### src/rtl/regfile_multiport.sv
// Multi-read, single-write register file with write-to-read bypass, optional zero register and pending-write scoreboard.
// Reads return one cycle after the request; every port accepts a request every cycle and there is no back-pressure.
module regfile_multiport #(
  parameter int DATA_BITS = 8,
  parameter int ADDR_BITS = 4,
  parameter int NUM_RD    = 2,
  parameter bit REG0_ZERO = 1'b1
) (
  input  logic                          clk,
  input  logic                          reset,
  input  logic [NUM_RD*ADDR_BITS-1:0]   rd_addr,
  input  logic [NUM_RD-1:0]             rd_enable,
  output logic [NUM_RD*DATA_BITS-1:0]   rd_data,
  output logic [NUM_RD-1:0]             rd_busy,
  input  logic [ADDR_BITS-1:0]          wr_addr,
  input  logic                          wr_enable,
  input  logic [DATA_BITS-1:0]          wr_data,
  input  logic [ADDR_BITS-1:0]          rsv_addr,
  input  logic                          rsv_enable,
  output logic [(2**ADDR_BITS)-1:0]     busy
);

  localparam int DEPTH = 2 ** ADDR_BITS;

  logic [DATA_BITS-1:0]         regs_q [DEPTH];
  logic [DATA_BITS-1:0]         regs_d [DEPTH];
  logic [DEPTH-1:0]             busy_q;
  logic [DEPTH-1:0]             busy_d;
  logic [NUM_RD*DATA_BITS-1:0]  rd_data_q;
  logic [NUM_RD*DATA_BITS-1:0]  rd_data_d;
  logic [NUM_RD-1:0]            rd_busy_q;
  logic [NUM_RD-1:0]            rd_busy_d;

  logic                         wr_ok;
  logic                         rsv_ok;
  logic [ADDR_BITS-1:0]         ra;
  logic                         ra_zero;

  // Register 0 silently ignores writes and reserves when hard-wired to zero.
  always_comb begin
    wr_ok  = wr_enable  && !(REG0_ZERO && (wr_addr  == '0));
    rsv_ok = rsv_enable && !(REG0_ZERO && (rsv_addr == '0));
  end

  always_comb begin
    for (int r = 0; r < DEPTH; r++) begin
      regs_d[r] = regs_q[r];
    end
    if (wr_ok) begin
      regs_d[wr_addr] = wr_data;
    end
  end

  // Reserve is applied after the write clear so a same-edge reserve wins: the newer writer is pending.
  always_comb begin
    busy_d = busy_q;
    if (wr_ok) begin
      busy_d[wr_addr] = 1'b0;
    end
    if (rsv_ok) begin
      busy_d[rsv_addr] = 1'b1;
    end
    if (REG0_ZERO) begin
      busy_d[0] = 1'b0;
    end
  end

  // Reads look at the post-update array and scoreboard, which gives the bypass for free.
  always_comb begin
    rd_data_d = rd_data_q;
    rd_busy_d = rd_busy_q;
    ra        = '0;
    ra_zero   = 1'b0;
    for (int i = 0; i < NUM_RD; i++) begin
      ra      = rd_addr[i*ADDR_BITS +: ADDR_BITS];
      ra_zero = REG0_ZERO && (ra == '0);
      if (rd_enable[i]) begin
        rd_data_d[i*DATA_BITS +: DATA_BITS] = ra_zero ? '0 : regs_d[ra];
        rd_busy_d[i]                        = ra_zero ? 1'b0 : busy_d[ra];
      end
    end
  end

  always_ff @(posedge clk) begin
    if (reset) begin
      for (int r = 0; r < DEPTH; r++) begin
        regs_q[r] <= '0;
      end
      busy_q    <= '0;
      rd_data_q <= '0;
      rd_busy_q <= '0;
    end else begin
      for (int r = 0; r < DEPTH; r++) begin
        regs_q[r] <= regs_d[r];
      end
      busy_q    <= busy_d;
      rd_data_q <= rd_data_d;
      rd_busy_q <= rd_busy_d;
    end
  end

  assign rd_data = rd_data_q;
  assign rd_busy = rd_busy_q;
  assign busy    = busy_q;

endmodule

### config.mk
export PLATFORM = sky130hd
export DESIGN_NAME = regfile_multiport
export DESIGN_NICKNAME = d
export VERILOG_FILES = /design/src/rtl/regfile_multiport.sv
export SDC_FILE = /design/constraint.sdc
export NUM_CORES = 1
export LEC_CHECK = 0
export ABC_CLOCK_PERIOD_IN_PS = 3100
export CELL_PAD_IN_SITES_DETAIL_PLACEMENT = 0
export CELL_PAD_IN_SITES_GLOBAL_PLACEMENT = 1
export CORE_MARGIN = 5
export CORE_UTILIZATION = 44
export DETAILED_ROUTE_END_ITERATION = 8
export GPL_ROUTABILITY_DRIVEN = 0
export HOLD_SLACK_MARGIN = 0.02
export PLACE_DENSITY = 0.78
export SKIP_CTS_REPAIR_TIMING = 1
export SYNTH_ARGS = -nofsm -noshare
export SYNTH_HDL_FRONTEND = slang
export SYNTH_SLANG_ARGS = --single-unit
### constraint.sdc
create_clock -name clk -period 3.1 [get_ports clk]
set_input_delay 0.775 -clock clk [delete_from_list [all_inputs] [get_ports clk]]
set_output_delay 0.775 -clock clk [all_outputs]
set_load 0.02 [all_outputs]
# Yosys cells after proc, flatten, opt, wreduce, memory -nomap -nowiden

Memories as Yosys holds them, arrays and structs flattened.
Index checks and enable logic that the tools add are counted.

Add/subtract/negate cells: 0
Multipliers: 0
Divide/modulo/power cells: 0
Order comparisons: 10
Equal/unequal tests: 0
Shifts and indexed selects: 0
Mux-type cells: 43
Bitwise operators: 22
Reduce and logical (&&, ||, !) cells: 11

Operators with widths:

| kind                                                                  | count |
|---|---|
| 8-bit 2-to-1 mux                                                      | 23 |
| 128-bit bitwise mux                                                   | 1 |
| 128-bit 2-to-1 mux                                                    | 1 |
| 8-bit binary-select mux with 4-bit select                             | 2 |
| 8-bit demux with 4-bit select                                         | 1 |
| 16-bit 2-to-1 mux                                                     | 2 |
| 4-bit by 5-bit < comparator with 1-bit output, second input constant  | 4 |
| 16-bit AND                                                            | 1 |
| 4-bit zero test                                                       | 4 |
| 16-bit NOT                                                            | 1 |
| 1-bit bitwise OR                                                      | 16 |
| 16-bit bitwise OR                                                     | 1 |
| 5-bit >= comparator, second input constant                            | 3 |
| 4-bit NOT with 5-bit output                                           | 3 |
| 1-bit 2-to-1 mux                                                      | 9 |
| 1-bit binary-select mux with 4-bit select                             | 2 |
| 1-bit demux with 4-bit select                                         | 2 |
| 4-bit by 1-bit >= comparator with 1-bit output, second input constant | 2 |
| 1-bit logical AND                                                     | 5 |
| 5-bit by 1-bit < comparator with 1-bit output, second input constant  | 1 |
| 1-bit zero test                                                       | 2 |

Flip-flop bits (word level): 34
Latch bits: 0
RAM bits: 128
ROM bits: 0
Memories: 1

Memory list:

| name   | depth | bits a word | read ports | clocked after memory_dff | wr ports | RTL line | RTL |
|---|---|---|---|---|---|---|---|
| regs_q | 16    | 8           | 16         | 0                        | 16       | 25       | `logic [DATA_BITS-1:0] regs_q [DEPTH];` |

# Depth between registers and ports, before layout

Depth after elaboration: 12
Gate-level depth with buffers: 9
Mapped depth without buffers: 6

# Least setup slack after synthesis

No wires, ideal clock.

Path kind: input port to flip-flop
Start point: in wr_addr[1]
End point: reg rd_data_q[6], in the netlist rd_data[6]
Library setup time: 0.129 ns
Arrival: 2.435 ns
Data required time: 2.971 ns
Setup slack: 0.537 ns
Stages: 8
Path through: buf_2 buf_4 xnor2_1 nand3_1 o221a_2 o2111a_1 o211ai_1 o211ai_1

Cells in the longest elaborated chain, start to end: 11
Elaborated cells on any way between the ends: 15
Classes of those cells: 2 x order compare; 8 x mux; 1 x bitwise; 4 x reduce/logical

RTL lines:

| item                                                                                                              | RTL line | RTL |
|---|---|---|
| start: declaration                                                                                                | 15       | `input logic [ADDR_BITS-1:0] wr_addr,` |
| 4-bit NOT with 5-bit output (not written as such)                                                                 | 50       | `regs_d[wr_addr] = wr_data;` |
| 5-bit >= comparator (not written as such) / 5-bit by 1-bit < comparator with 1-bit output (equally long branches) | 50       |  |
| 1-bit logical AND (not written as such)                                                                           | 50       |  |
| 8-bit 2-to-1 mux (not written as such)                                                                            | 50       |  |
| 8-bit demux with 4-bit select                                                                                     | 50       |  |
| 128-bit bitwise mux                                                                                               | 50       |  |
| 128-bit 2-to-1 mux *                                                                                              | 49       | `if (wr_ok) begin` |
| 8-bit binary-select mux with 4-bit select *                                                                       | 78       | `rd_data_d[i*DATA_BITS +: DATA_BITS] = ra_zero ? '0 : regs_d[ra];` |
| 8-bit 2-to-1 mux (not written as such) * (2 in a row)                                                             | 78       |  |
| 8-bit 2-to-1 mux *                                                                                                | 78       |  |
| end signal: assignment                                                                                            | 97       | `rd_data_q <= rd_data_d;` |
| end: declaration                                                                                                  | 29       | `logic [NUM_RD*DATA_BITS-1:0] rd_data_q;` |

Every way passes the cells marked *; elsewhere a longest branch is shown, timed or not. The select of a mux whose other input is x is not followed.
A chain may end at the register's enable or synchronous reset.

# Final worst setup path

Start point: in wr_addr[3]
End point: reg rd_data_q[1], in the netlist rd_data[1]

The elaborated chain is that of the path after synthesis.

==> flow_summary.yaml <==
critical_path:
  slowest_delay_ns: 0.59
  cp.buffers_inverters: 3
  r2r_setup_slack_ns: 1.29
  worst-path-stages: 9
  cp_top_family: "simple AND/OR/NAND/NOR gates"
  reg2reg_depth: 5
  reg2reg_to: "rd_data[3]"
  worst_ep_arrival_time_ns: 3.31
  startpoint_type: "input port"
  timing.rr.start: "regs_q[0][27]"
  endpoint_kind: "register"
  crit_slowest_cell: "clkdlybuf4s50_1"
  cp_cell_sequence: "clkdlybuf4s50_1 > buf_4 > and3_1 > buf_4 > nand3_1 > o32ai_1 > nor4_1 > nor4_2 > a211oi_1"
  crit_fanout: 8
  crit_type: "input port to register"
  cp.required_ns: 3.39
  crit_top_cell: "buf_4"
logic_synthesis:
  synth.distinct_cells: 79
  syn_area_per_cell_um2: 7.43
  synth_top_family_by_area: "compound AO/OA/AOI/OAI gates"
  ys_ff_latch: 161
  ys_warn_count: 0
  seq_area_frac_synth_pct: 32.5
  async_flop_share_pct: 0
  synth-xor-area-share_pct: 0.885
  syn_area_mm2: 0.00990
  yosysMostFrequentCell: "nand2_1"
  synth-simple-area-share_pct: 24.5
  yosys-top-cells-count: "192 x nand2_1, 161 x dfxtp_1, 130 x a21oi_1"
  syn_nets: 1362
  dominantRegCellSynth: "dfxtp_1"
  syn-instance-count: 1332
  synth_fa_ha_area_share_pct: 0
  synthTopCellsByArea: "dfxtp_1 33%, nand2_1 7.3%, a21oi_1 6.6%, nor2_1 4.4%, nor3_1 3.9%"
  synth_compound_area_share_pct: 29.4
  synthMuxAreaShare_pct: 5.91
  synth_top_cell_area_share_pct: 32.5
  synth-edff-count: 0
  yosysTopAreaCell: "dfxtp_1"
die:
  die-height_um: 160
  dieArea_mm2: 0.0256
  initial_core_util_pct: 45.1
  rows: 54
  ios: 64
  core_area_mm2: 0.0220
  die_w_um: 160
finish:
  final_layout_size_suffix_gt1_share_pct: 23.2
  diodes: 0
  nFillCells: 1985
  fin_nets: 1601
  final_cells: 1863
  fin_util_pct: 60.0
  final_area_mm2: 0.0132
  multi_input_area_mm2: 0.00604
  final-seq-area_mm2: 0.00322
  syn_to_final_growth_pct: 33.1
clocking:
  cts.clk_slew.worst_paths_ns: 0.07
  clk_path_buf_depth: 2
  clockRootBuffer: "clkbuf_16"
  clk_latency_ns: 0.44
  cts_tree: "done"
  clkSinkCount: 161
  numCtsBuffers: 17
  htreeDepth: 4
global_route:
  grt_max_degree: 78
  grt_usage_pct: 36.7
  grt_first_pass_wirelength_um: 72900
  globalRouteOverflowTotal: 0
  grt_pass1_vias: 11900
  antenna_found_initial: 0
worst_hold_path:
  hold_depth: 2
  hp-class: "register to register"
  hp-start: "regs_q[1][59]"
  worstHoldEndpoint: "regs_q[1][59]"
timing:
  worst_slew_pin_slew_ns: 0.945
  clock.fmax_ghz: 0.331
  min_period_ns: 3.02
  slew_violations: 0
  setup_viol: 0
  rsz0062_at_grt: "no"
  slew_headroom_pct: 36.8
  tns_ns: 0
  finalHoldViolations: 0
  fin_worst_skew_ns: 0.0135
  fin_ws_ns: 0.0828
  finalCritPeriodShare_pct: 97.3
placed_design:
  placed_area_mm2: 0.0126
  placed_cells: 1832
  numPortBuffers: 62
  dp_hpwl_um: 35500
  pre_cts_ws_ns: -0.503
routing:
  routed_wl_um: 48700
  drc: 0
  routed_via_density: 6.75
  vias: 12600
  drtIter0Drc: 2386
  wl_per_cell_um: 26.1
  antenna_left: 0
  drt-pass1-iter-count: 6
power_and_ir_drop:
  pwr-share-seq_pct: 39.1
  ir_worst_vdd_uv: 320
  power.internal_uw: 3780
  power_density_mw_per_mm2: 416
  p_switching_uw: 1710
  cellLeakagePower_uw: 0.00506
  switching_share_pct: 31.1
  clock_power_share_pct: 40.1
  p_comb_share_pct: 20.8
job:
  maxCapViolations: 0
status:
  status: "finished, final reports clean"
==> cells by family (layout without fill, tap and decap cells) <==
| group | count (synthesis) | after routing |
|---|---|---|
| compound gates | 434 | 434 |
| xor+xnor | 10 | 10 |
| buf+inv | 154 | 405 |
| flops | 161 | 161 |
| mux | 48 | 48 |
| other cells | 1 | 1 |
| simple gates | 524 | 524 |
==> worst max path at each step <==
stage	start	to	slack [ns]
floorplan	wr_addr[1]	rd_data[6]	0.54
global placement	wr_enable	rd_data[1]	-0.49
detailed placement	wr_enable	rd_data[1]	-0.50
CTS	wr_enable	rd_data[1]	-0.06
global route	wr_addr[1]	rd_data[8]	0.03
finish	wr_addr[3]	rd_data[1]	0.08
==> stage by stage <==
step,hold WS [ns],power [µW]
final,0.462,5480
after global routing,0.475,5630
after CTS,0.458,5450
after detailed placement,0.449,3270
after global placement,0.445,3270
after floorplan,0.432,2720
==> layout by cell type (no fill, tap or decap), drive strengths merged, types with 11 or more instances in the layout <==
| cell type | Yosys | routed |
|---|---|---|
| buf | 49 | 296 |
| nand2 | 200 | 200 |
| dfxtp | 161 | 161 |
| a21oi | 131 | 131 |
| nor2 | 119 | 119 |
| nor3 | 79 | 79 |
| o21ai | 69 | 69 |
| clkdlybuf4s50 | 0 | 55 |
| mux2i | 36 | 36 |
| nand3 | 35 | 35 |
| o211ai | 28 | 28 |
| a211oi | 28 | 28 |
| inv | 20 | 25 |
| nor2b | 21 | 21 |
| clkbuf | 83 | 19 |
| a31oi | 18 | 18 |
| or3 | 14 | 14 |
| o22ai | 14 | 14 |
| a2111oi | 12 | 12 |
| nor4 | 11 | 11 |
==> state kept, by name, summed over array words and instances, names as in the netlist <==
register / cells
rd_busy: 2
busy: 15
rd_data: 16
regs_q: 128
==> final cells by class <==
cell class	instances	share of cell area, %
sequential	161	24.5
tap	280	2.66
multi-input combinational	1017	45.8
clock buffer	19	3.36
inverter	22	0.626
clock inverter	12	1.13
timing repair buffer	352	22.0
==> metal layers <==
| metal | vias to the layer above | part of all wire (%) | global-route usage [%] |
|---|---|---|---|
| li1 | 5395 | - | - |
| met1 | 5756 | 38 | 47.9 |
| met2 | 1144 | 40 | 53.8 |
| met3 | 277 | 15 | 12.3 |
| met4 | 0 | 6.8 | 18.9 |
| met5 | - | 0 | 0 |
==> power by group through the flow <==
stage	combinational, µW	sequential (µW)	clock [µW]
3_3_place_gp	1080	2190	0
6_report	1140	2140	2200
3_5_place_dp	1080	2190	0
5_1_grt	1180	2140	2310
2_1_floorplan	516	2200	0
4_1_cts	1080	2140	2220
==> worst min-delay path, delay by kind of cell (launching register included) <==
| kind | cells | cell delay [ns] |
|---|---|---|
| AO/OA/AOI/OAI | 1 | 0.05 |
| flip-flops | 1 | 0.31 |
| AND/OR/NAND/NOR | 1 | 0.05 |
Power figures use the tool's default switching activity.
